**config.mk**
```make
export PLATFORM = sky130hd
export DESIGN_NAME = uart_host_ctrl_flat
export DESIGN_NICKNAME = d
export VERILOG_FILES = /design/src/rtl/uart_host_ctrl_if.sv /design/src/rtl/uart_host_ctrl.sv /design/src/flat_wrapper.sv
export SDC_FILE = /design/constraint.sdc
export NUM_CORES = 1
export LEC_CHECK = 0
export ABC_AREA = 1
export CAP_MARGIN = 25
export CELL_PAD_IN_SITES_DETAIL_PLACEMENT = 0
export CELL_PAD_IN_SITES_GLOBAL_PLACEMENT = 1
export CORE_MARGIN = 4
export CORE_UTILIZATION = 35
export DETAILED_ROUTE_END_ITERATION = 10
export GPL_TIMING_DRIVEN = 0
export PLACE_DENSITY_LB_ADDON = 0.25
export SLEW_MARGIN = 20
export SYNTH_ARGS = -nofsm -noshare
export SYNTH_HDL_FRONTEND = slang
export SYNTH_SLANG_ARGS = --single-unit
export TNS_END_PERCENT = 10
```
**constraint.sdc**
```tcl
create_clock -name iClk -period 2.85 [get_ports iClk]
set_input_delay 0.57 -clock iClk [delete_from_list [all_inputs] [get_ports iClk]]
set_output_delay 0.57 -clock iClk [all_outputs]
set_load 0.02 [all_outputs]
```
**src/rtl/uart_host_ctrl_if.sv**
```systemverilog
// Signal bundle between uart_host_ctrl, the UART core and the application side.
// The controller uses the slave modport; the driving environment uses master.
interface uart_host_ctrl_if #(
  parameter int unsigned DEPTH_LOG2 = 3
);
  logic                  iRx_flag;
  logic [7:0]            iRx_data;
  logic                  iPar_err;
  logic                  oRx_flag_clr;
  logic                  iBusy;
  logic                  oTx_send;
  logic [7:0]            oTx_data;
  logic                  iWr_en;
  logic [7:0]            iWr_data;
  logic                  oTx_full;
  logic [DEPTH_LOG2:0]   oTx_level;
  logic                  iRd_en;
  logic [7:0]            oRd_data;
  logic                  oRx_empty;
  logic [DEPTH_LOG2:0]   oRx_level;
  logic                  oOverrun;
  logic [7:0]            oPar_cnt;
  logic                  iClr_err;

  modport slave (
    input  iRx_flag, iRx_data, iPar_err, iBusy, iWr_en, iWr_data, iRd_en, iClr_err,
    output oRx_flag_clr, oTx_send, oTx_data, oTx_full, oTx_level,
           oRd_data, oRx_empty, oRx_level, oOverrun, oPar_cnt
  );

  modport master (
    output iRx_flag, iRx_data, iPar_err, iBusy, iWr_en, iWr_data, iRd_en, iClr_err,
    input  oRx_flag_clr, oTx_send, oTx_data, oTx_full, oTx_level,
           oRd_data, oRx_empty, oRx_level, oOverrun, oPar_cnt
  );
endinterface

```
**src/rtl/uart_host_ctrl.sv**
```systemverilog
// Host-side UART controller: TX FIFO feeding the transmitter handshake and
// RX FIFO capturing flagged bytes with parity-drop and overrun tracking.
module uart_host_ctrl #(
  parameter int unsigned DEPTH_LOG2 = 3
) (
  input  logic            iClk,
  input  logic            iRst,
  uart_host_ctrl_if.slave bus
);
  localparam int unsigned DEPTH = 2 ** DEPTH_LOG2;
  localparam int unsigned PW    = DEPTH_LOG2 + 1;

  typedef enum logic [1:0] {T_IDLE, T_START, T_WAIT} tx_state_t;
  typedef enum logic       {R_IDLE, R_ACK}           rx_state_t;

  tx_state_t tx_state, tx_state_nxt;
  rx_state_t rx_state, rx_state_nxt;

  // ---------------- TX FIFO ----------------
  logic [7:0]    tx_mem [DEPTH];
  logic [PW-1:0] tx_wr_ptr, tx_rd_ptr;
  logic          tx_full, tx_empty, tx_push, tx_pop;
  logic          tx_send_q, tx_send_nxt;
  logic [7:0]    tx_data_q;

  assign tx_full  = (tx_wr_ptr[PW-1] != tx_rd_ptr[PW-1]) &&
                    (tx_wr_ptr[PW-2:0] == tx_rd_ptr[PW-2:0]);
  assign tx_empty = (tx_wr_ptr == tx_rd_ptr);
  assign tx_push  = bus.iWr_en && !tx_full;
  assign tx_pop   = (tx_state == T_IDLE) && !tx_empty && !bus.iBusy;

  always_ff @(posedge iClk) begin
    if (tx_push) tx_mem[tx_wr_ptr[PW-2:0]] <= bus.iWr_data;
  end

  always_ff @(posedge iClk) begin
    if (iRst) begin
      tx_wr_ptr <= '0;
      tx_rd_ptr <= '0;
    end else begin
      if (tx_push) tx_wr_ptr <= tx_wr_ptr + 1'b1;
      if (tx_pop)  tx_rd_ptr <= tx_rd_ptr + 1'b1;
    end
  end

  // ---------------- TX FSM ----------------
  always_ff @(posedge iClk) begin
    if (iRst) tx_state <= T_IDLE;
    else      tx_state <= tx_state_nxt;
  end

  always_comb begin
    tx_state_nxt = tx_state;
    case (tx_state)
      T_IDLE:  if (tx_pop)      tx_state_nxt = T_START;
      T_START: if (bus.iBusy)   tx_state_nxt = T_WAIT;
      T_WAIT:  if (!bus.iBusy)  tx_state_nxt = T_IDLE;
      default:                  tx_state_nxt = T_IDLE;
    endcase
  end

  // Next value of the registered send strobe; it follows the state it enters.
  always_comb begin
    tx_send_nxt = 1'b0;
    case (tx_state)
      T_IDLE:  tx_send_nxt = tx_pop;
      T_START: tx_send_nxt = !bus.iBusy;
      default: tx_send_nxt = 1'b0;
    endcase
  end

  always_ff @(posedge iClk) begin
    if (iRst) begin
      tx_send_q <= 1'b0;
      tx_data_q <= '0;
    end else begin
      tx_send_q <= tx_send_nxt;
      if (tx_pop) tx_data_q <= tx_mem[tx_rd_ptr[PW-2:0]];
    end
  end

  assign bus.oTx_send  = tx_send_q;
  assign bus.oTx_data  = tx_data_q;
  assign bus.oTx_full  = tx_full;
  assign bus.oTx_level = tx_wr_ptr - tx_rd_ptr;

  // ---------------- RX FIFO ----------------
  logic [7:0]    rx_mem [DEPTH];
  logic [PW-1:0] rx_wr_ptr, rx_rd_ptr;
  logic          rx_full, rx_empty, rx_push, rx_pop;
  logic          rx_capture, par_event, ovr_event;
  logic          flag_clr_q, flag_clr_nxt;
  logic          overrun_q;
  logic [7:0]    par_cnt_q;

  assign rx_full    = (rx_wr_ptr[PW-1] != rx_rd_ptr[PW-1]) &&
                      (rx_wr_ptr[PW-2:0] == rx_rd_ptr[PW-2:0]);
  assign rx_empty   = (rx_wr_ptr == rx_rd_ptr);
  assign rx_pop     = bus.iRd_en && !rx_empty;
  assign rx_capture = (rx_state == R_IDLE) && bus.iRx_flag;
  assign par_event  = rx_capture && bus.iPar_err;
  // When full, a same-cycle pop frees the slot the new byte lands in.
  assign rx_push    = rx_capture && !bus.iPar_err && (!rx_full || bus.iRd_en);
  assign ovr_event  = rx_capture && !bus.iPar_err && rx_full && !bus.iRd_en;

  always_ff @(posedge iClk) begin
    if (rx_push) rx_mem[rx_wr_ptr[PW-2:0]] <= bus.iRx_data;
  end

  always_ff @(posedge iClk) begin
    if (iRst) begin
      rx_wr_ptr <= '0;
      rx_rd_ptr <= '0;
    end else begin
      if (rx_push) rx_wr_ptr <= rx_wr_ptr + 1'b1;
      if (rx_pop)  rx_rd_ptr <= rx_rd_ptr + 1'b1;
    end
  end

  // ---------------- RX FSM ----------------
  always_ff @(posedge iClk) begin
    if (iRst) rx_state <= R_IDLE;
    else      rx_state <= rx_state_nxt;
  end

  always_comb begin
    rx_state_nxt = rx_state;
    case (rx_state)
      R_IDLE:  if (bus.iRx_flag)  rx_state_nxt = R_ACK;
      R_ACK:   if (!bus.iRx_flag) rx_state_nxt = R_IDLE;
      default:                    rx_state_nxt = R_IDLE;
    endcase
  end

  always_comb begin
    flag_clr_nxt = 1'b0;
    case (rx_state)
      R_IDLE:  flag_clr_nxt = bus.iRx_flag;
      R_ACK:   flag_clr_nxt = bus.iRx_flag;
      default: flag_clr_nxt = 1'b0;
    endcase
  end

  always_ff @(posedge iClk) begin
    if (iRst) begin
      flag_clr_q <= 1'b0;
      overrun_q  <= 1'b0;
      par_cnt_q  <= '0;
    end else begin
      flag_clr_q <= flag_clr_nxt;
      if (ovr_event)         overrun_q <= 1'b1;
      else if (bus.iClr_err) overrun_q <= 1'b0;
      if (par_event) begin
        if (par_cnt_q != 8'hFF) par_cnt_q <= par_cnt_q + 8'd1;
      end else if (bus.iClr_err) begin
        par_cnt_q <= '0;
      end
    end
  end

  assign bus.oRx_flag_clr = flag_clr_q;
  assign bus.oRd_data     = rx_mem[rx_rd_ptr[PW-2:0]];
  assign bus.oRx_empty    = rx_empty;
  assign bus.oRx_level    = rx_wr_ptr - rx_rd_ptr;
  assign bus.oOverrun     = overrun_q;
  assign bus.oPar_cnt     = par_cnt_q;
endmodule

```
**src/flat_wrapper.sv**
```systemverilog
// flat-port wrapper written by rule: the top's interface ports become plain ports
module uart_host_ctrl_flat 
#(
  parameter int unsigned DEPTH_LOG2 = 3
)
  (iClk, iRst, bus_iRx_flag, bus_iRx_data, bus_iPar_err, bus_iBusy, bus_iWr_en, bus_iWr_data, bus_iRd_en, bus_iClr_err, bus_oRx_flag_clr, bus_oTx_send, bus_oTx_data, bus_oTx_full, bus_oTx_level, bus_oRd_data, bus_oRx_empty, bus_oRx_level, bus_oOverrun, bus_oPar_cnt);
  uart_host_ctrl_if #(.DEPTH_LOG2(DEPTH_LOG2)) bus_i ();
  input  logic iClk;
  input  logic iRst;
  input wire logic [$bits(bus_i.iRx_flag)-1:0] bus_iRx_flag;
  input wire logic [$bits(bus_i.iRx_data)-1:0] bus_iRx_data;
  input wire logic [$bits(bus_i.iPar_err)-1:0] bus_iPar_err;
  input wire logic [$bits(bus_i.iBusy)-1:0] bus_iBusy;
  input wire logic [$bits(bus_i.iWr_en)-1:0] bus_iWr_en;
  input wire logic [$bits(bus_i.iWr_data)-1:0] bus_iWr_data;
  input wire logic [$bits(bus_i.iRd_en)-1:0] bus_iRd_en;
  input wire logic [$bits(bus_i.iClr_err)-1:0] bus_iClr_err;
  output wire logic [$bits(bus_i.oRx_flag_clr)-1:0] bus_oRx_flag_clr;
  output wire logic [$bits(bus_i.oTx_send)-1:0] bus_oTx_send;
  output wire logic [$bits(bus_i.oTx_data)-1:0] bus_oTx_data;
  output wire logic [$bits(bus_i.oTx_full)-1:0] bus_oTx_full;
  output wire logic [$bits(bus_i.oTx_level)-1:0] bus_oTx_level;
  output wire logic [$bits(bus_i.oRd_data)-1:0] bus_oRd_data;
  output wire logic [$bits(bus_i.oRx_empty)-1:0] bus_oRx_empty;
  output wire logic [$bits(bus_i.oRx_level)-1:0] bus_oRx_level;
  output wire logic [$bits(bus_i.oOverrun)-1:0] bus_oOverrun;
  output wire logic [$bits(bus_i.oPar_cnt)-1:0] bus_oPar_cnt;
  assign bus_i.iRx_flag = bus_iRx_flag;
  assign bus_i.iRx_data = bus_iRx_data;
  assign bus_i.iPar_err = bus_iPar_err;
  assign bus_i.iBusy = bus_iBusy;
  assign bus_i.iWr_en = bus_iWr_en;
  assign bus_i.iWr_data = bus_iWr_data;
  assign bus_i.iRd_en = bus_iRd_en;
  assign bus_i.iClr_err = bus_iClr_err;
  assign bus_oRx_flag_clr = bus_i.oRx_flag_clr;
  assign bus_oTx_send = bus_i.oTx_send;
  assign bus_oTx_data = bus_i.oTx_data;
  assign bus_oTx_full = bus_i.oTx_full;
  assign bus_oTx_level = bus_i.oTx_level;
  assign bus_oRd_data = bus_i.oRd_data;
  assign bus_oRx_empty = bus_i.oRx_empty;
  assign bus_oRx_level = bus_i.oRx_level;
  assign bus_oOverrun = bus_i.oOverrun;
  assign bus_oPar_cnt = bus_i.oPar_cnt;
  uart_host_ctrl #(.DEPTH_LOG2(DEPTH_LOG2)) u_core (.iClk(iClk), .iRst(iRst), .bus(bus_i));
endmodule
```
# Word level (Yosys, flattened, before mapping)
# Memories as Yosys holds them, arrays and structs flattened. A register that Yosys moved wholly into a read port is not among the register bits.
# Cells that the tools add are included.
# op_classes
addsub	7
multipliers	0
div_mod_pow	0
n_lt_le_gt_ge	0
eq_ne	13
n_shift	0
mux	17
bitwise_logic	1
n_reduce_logical	25
# op_table
operator	n
$mux 8	3
$add 4x1->4 const B	4
$logic_and 1x1->1	12
$add 8x1->8 const B	1
$eq 4x4->1	2
$ne 8x8->1 const B	1
$sub 4x4->4	2
$logic_not 1->1	7
$mux 1	7
$eq 3x3->1	2
$mux 2	3
$mux 3	2
$ne 2x2->1 const B	3
$pmux 2 s3	1
$reduce_bool 2->1	2
$reduce_and 3->1	1
$eq 2x1->1 const B	1
$eq 2x2->1 const B	1
$logic_not 2->1	1
$ne 1x1->1	2
$ne 2x1->1 const B	1
$pmux 1 s2	1
$reduce_and 2->1	1
$logic_or 1x1->1	1
$not 1->1	1
# word_totals
ff_bits	30
latchBits	0
mem_bits_rw	128
mem_bits_ro	0
memories	2
# mem_list
memory	depth	width	read_ports	rd_clocked_by_memory_dff	write_ports	line_no	text
u_core.rx_mem	8	8	1	1	1	uart_host_ctrl.sv:88	logic [7:0] rx_mem [DEPTH];
u_core.tx_mem	8	8	1	1	1	uart_host_ctrl.sv:20	logic [7:0] tx_mem [DEPTH];

# Longest topological paths before layout
# depth
word_depth	7
ltp_mapped	11

# Worst setup path before layout
# Ideal clock, no wire load.
# synth_path
path_type	register to register
start	register u_core.tx_rd_ptr[1]
end	memory u_core.tx_mem[6][0] (enable)
setup_time_ns	0.383
t_arrival_ns	2.159
slack_ns	0.307
stages_incl_launch_ff	12
synth_period_minus_slack_ns	2.543
cell_sequence	dfxtp_1 -> buf_2 -> inv_2 -> buf_2 -> ha_1 -> nand2_1 -> nor2_2 -> nand2_1 -> nand2_2 -> inv_2 -> nand2_1 -> nor3_1
# synth_via
elab_chain_cells	6
# synth_rtl
element	line_no	text
from (decl)	uart_host_ctrl.sv:21	logic [PW-1:0] tx_wr_ptr, tx_rd_ptr;
from (signal assigned)	uart_host_ctrl.sv:42	if (tx_pop) tx_rd_ptr <= tx_rd_ptr + 1'b1;
$eq 3x3->1	uart_host_ctrl.sv:27	(tx_wr_ptr[PW-2:0] == tx_rd_ptr[PW-2:0]);
$logic_and 1x1->1	uart_host_ctrl.sv:26	assign tx_full = (tx_wr_ptr[PW-1] != tx_rd_ptr[PW-1]) &&
$logic_not 1->1	uart_host_ctrl.sv:29	assign tx_push = bus.iWr_en && !tx_full;
$logic_and 1x1->1	uart_host_ctrl.sv:29	
$mux 1	uart_host_ctrl.sv:33	if (tx_push) tx_mem[tx_wr_ptr[PW-2:0]] <= bus.iWr_data;
$mux 1 (not written as such)	uart_host_ctrl.sv:33	
to (decl)	uart_host_ctrl.sv:20	
# No other way between the ends.

# Worst setup path after layout
# layout_path
start	register u_core.tx_rd_ptr[1]
end	output bus_oTx_level[3]
# layout_via
elab_chain_cells	1
# layout_rtl
element	line_no	text
$sub 4x4->4	uart_host_ctrl.sv:85	assign bus.oTx_level = tx_wr_ptr - tx_rd_ptr;
to (decl)	flat_wrapper.sv:22	output wire logic [$bits(bus_i.oTx_level)-1:0] bus_oTx_level;
# No other way between the ends.

==> qor.yml <==
die:
  core.rowCount: 52
  core_area_um2: 20300
  floorplan.die.width_um: 151.9
  die_area_um2: 23070
  ioPinCount: 61
  die-height_um: 151.9
  start_util_pct: 35.69
sta:
  hold-worst-slack_ps: 478.0
  min_period_ps: 2745
  clock-skew-final_ps: 5.155
  totalNegativeSetupSlack_ps: 0
  max_slew_violation_count: 0
  fin_ws_ps: 105.5
  fmaxAchievable_mhz: 364.4
  setup_repair_after_global_routing_missed_its_margin: "yes"
  timing.max_slew.rel_slack_pct: 43.42
  max_slew.worst_pin.slew_ps: 845.6
  final_count_of_negative_setup_slack_endpoints: 0
  timing.final.crit_share_pct: 96.30
  timing_hold_violations_final: 0
global_route:
  grt_overflow: 0
  grt_start_max_net_pins: 19
  grt_use_met3_pct: 3.641
  number_of_antenna_violations_at_the_first_check_in_global_routing: 0
  m1_gr_usage_pct: 19.68
  grt_pass1_vias: 4912
  layer_with_the_highest_usage: "met2"
  groute.usage.overall_pct: 14.23
  grt_pass1_wl_um: 26190
  globalRouteMet2Util_pct: 21.99
final_layout:
  layout.cell_area.non_filler_um2: 8841
  antenna_cells_inserted: 0
  area.growth.synth_to_final_pct: 22.02
  finish.net_count: 841
  postLayoutCoreUtil_pct: 43.55
  layout-drive-gt1-share_pct: 12.48
synthesis:
  synth-seq-area-share_pct: 64.10
  synth.top_cell.area_share_pct: 53.05
  flip_flop_and_latch_count_after_synthesis: 168
  syn_nets: 762
  count_of_synthesis_stage_warnings_from_yosys: 0
  post_synth_main_area_contributors: "sky130_fd_sc_hd__edfxtp_1, sky130_fd_sc_hd__dfxtp_1, sky130_fd_sc_hd__nand2_1, sky130_fd_sc_hd__nand3_1, sky130_fd_sc_hd__inv_1"
  post_synth.cell_area_avg_um2: 9.994
  syn_inst: 725
  mappedNetlistArea_um2: 7246
  yosys.cell_types.count: 27
  netlist.top_cell.by_area: "sky130_fd_sc_hd__edfxtp_1"
place:
  quantity_of_i_o_buffers_inserted_on_ports: 59
  dpl_cell_area_um2: 8202
  finalWeightedCongestion: 0.8195
  hpwl_um: 11430
  pre_cts_slack_ps: -141.5
power_and_ir_drop:
  power_leakage_nw: 3.451
  vdd.ir_drop.worst_v: 0.0003890
  p_per_area_nw_per_um2: 699.7
drt:
  drc: 0
  dr.first_iter.drc_count: 278
  detailedRoute.firstPassIterationCount: 6
  totalWireLength_um: 16330
  wl_per_cell_um: 15.02
  detail-route-antenna-nets: 0
  vias_per_cell: 4.698
  routed-via-count: 5107
worst_hold_path:
  hold_path.class: "flip-flop to flip-flop"
setup_path:
  path_cells: "buf_6 > inv_2 > buf_6 > ha_1 > nand2_1 > o21ai_1 > xor2_1 > clkdlybuf4s15_2"
  worst_setup_path_start_kind: "flip-flop"
  critical_path_arrival_ps: 2170
  timing.critical_path.buf_inv: 4
  endpoint_kind: "output pin"
  worst_path_dominant_cell_family: "buffers and inverters"
  critPathKind: "flip-flop to output pin"
  slowest_stage_cell_on_the_critical_path: "sky130_fd_sc_hd__dfxtp_2"
  critPathMostFrequentCell: "sky130_fd_sc_hd__buf_6"
  critical-path-max-stage-delay_ps: 370
  critPathMaxFanout: 10
  worstPathRequired_ps: 2280
clock_network:
  cts.sinks: 168
  cts.reportedPaths.clkPinSlew_ps: 70
  cts_tree: "done"
  clk_path_buf_depth: 2
  inserted_clock_buffers: 17
  htree_depth: 4
  cts.root.buffer_cell: "sky130_fd_sc_hd__clkbuf_16"
  clock_latency_ps: 420
  post_cts.repair.setup_buffers: 0
  cts_hold_repair.buffers: 0
run:
  maxCapViolations: 0
status:
  status: "completed"
[cell usage after synthesis (all sizes together)]
cell,instances
inv,87
a21oi,35
nand3,62
o21ai,61
clkinv,1
nand2,171
nor2,78
nand4,2
xnor2,5
xor2,10
clkbuf,10
buf,15
fa,2
dfxtp,40
edfxtp,128
ha,11
nor3,7
[per-stage QoR]
| step | instances | power (mW) |
|---|---|---|
| finish | 1087 | 6.186 |
| detailed placement | 1055 | 4.021 |
| global route | 1087 | 6.496 |
| global placement | 1054 | 4.005 |
| CTS | 1087 | 6.248 |
| floorplan | 725 | 3.522 |
[registers in the layout (all words and copies together) (netlist names), named ones only]
name and flops:
u_core.bus.oPar_cnt 8, u_core.rx_rd_ptr 4, u_core.rx_wr_ptr 4, u_core.tx_mem 64, u_core.bus.oRx_flag_clr 1, u_core.tx_state 2
u_core.bus.oOverrun 1, u_core.bus.oTx_data 8, u_core.tx_wr_ptr 4, u_core.bus.oTx_send 1, u_core.tx_rd_ptr 4, u_core.rx_mem 64
[where the power goes]
part | leakage, nW | internal (mW) | switching, mW | total [mW]
sequential | 1.49 | 2.71 | 0.0550 | 2.76
combinational | 1.69 | 0.442 | 0.754 | 1.20
clock | 0.276 | 1.17 | 1.06 | 2.23
[cell type report]
cell class | count | area [um2]
inverter | 88 | 330.3
multi-input combinational | 444 | 2193
clock inverter | 15 | 155.1
fill | 1943 | 11460
buffer | 25 | 146.4
timing repair buffer | 60 | 605.6
tap | 270 | 337.8
sequential | 168 | 4647
clock buffer | 17 | 425.4
[placed cells by master (no fill, tap or decap), drive strengths merged]
cell	n
a21oi	35
dfxtp	40
ha	11
edfxtp	128
xnor2	5
dlymetal6s2s	4
clkdlybuf4s50	49
nor3	7
nand4	2
clkinvlp	3
inv	96
clkinv	4
fa	2
nor2	78
xor2	10
nand3	62
clkbuf	27
clkdlybuf4s15	2
o21ai	61
dlygate4sd2	4
nand2	171
buf	16
[tightest hold or removal path, cell delays in order, from the launching register on]
cell,delay (ps)
sky130_fd_sc_hd__dfxtp_1,320
sky130_fd_sc_hd__nand2_1,60
sky130_fd_sc_hd__a21oi_1,60
[final timing paths]
kind	from	to	slack [ps]	cells past startpoint
max reg2reg	u_core.tx_rd_ptr[1]	u_core.tx_mem[2][4]	160	11
min reg2reg	u_core.bus.oTx_data[3]	u_core.bus.oTx_data[3]	480	2
min	u_core.bus.oTx_data[3]	u_core.bus.oTx_data[3]	480	2
max	u_core.tx_rd_ptr[1]	bus_oTx_level[3]	110	8
[routing by layer]
layer | share of wire (%) | wire (um)
met3 | 4.9 | 800
met5 | 0 | 0
met2 | 46 | 7535
met1 | 47 | 7723
met4 | 1.6 | 266
[cell families after synthesis]
kind of cell | after synthesis | share of synthesized area [%]
xor gates and xnor gates | 15 | 1.813
DFF | 168 | 64.10
buffers and inverters | 113 | 6.165
AOI/OAI and AO/OA | 96 | 6.735
and+or+nand+nor | 320 | 18.74
adders and majority gates | 13 | 2.452
[repair_timing]
item,CTS,global route
endpoints found under the hold margin,0,0
setup endpoints to repair,71,60
resized for setup,24,18
(Power assumes the default switching activity.)
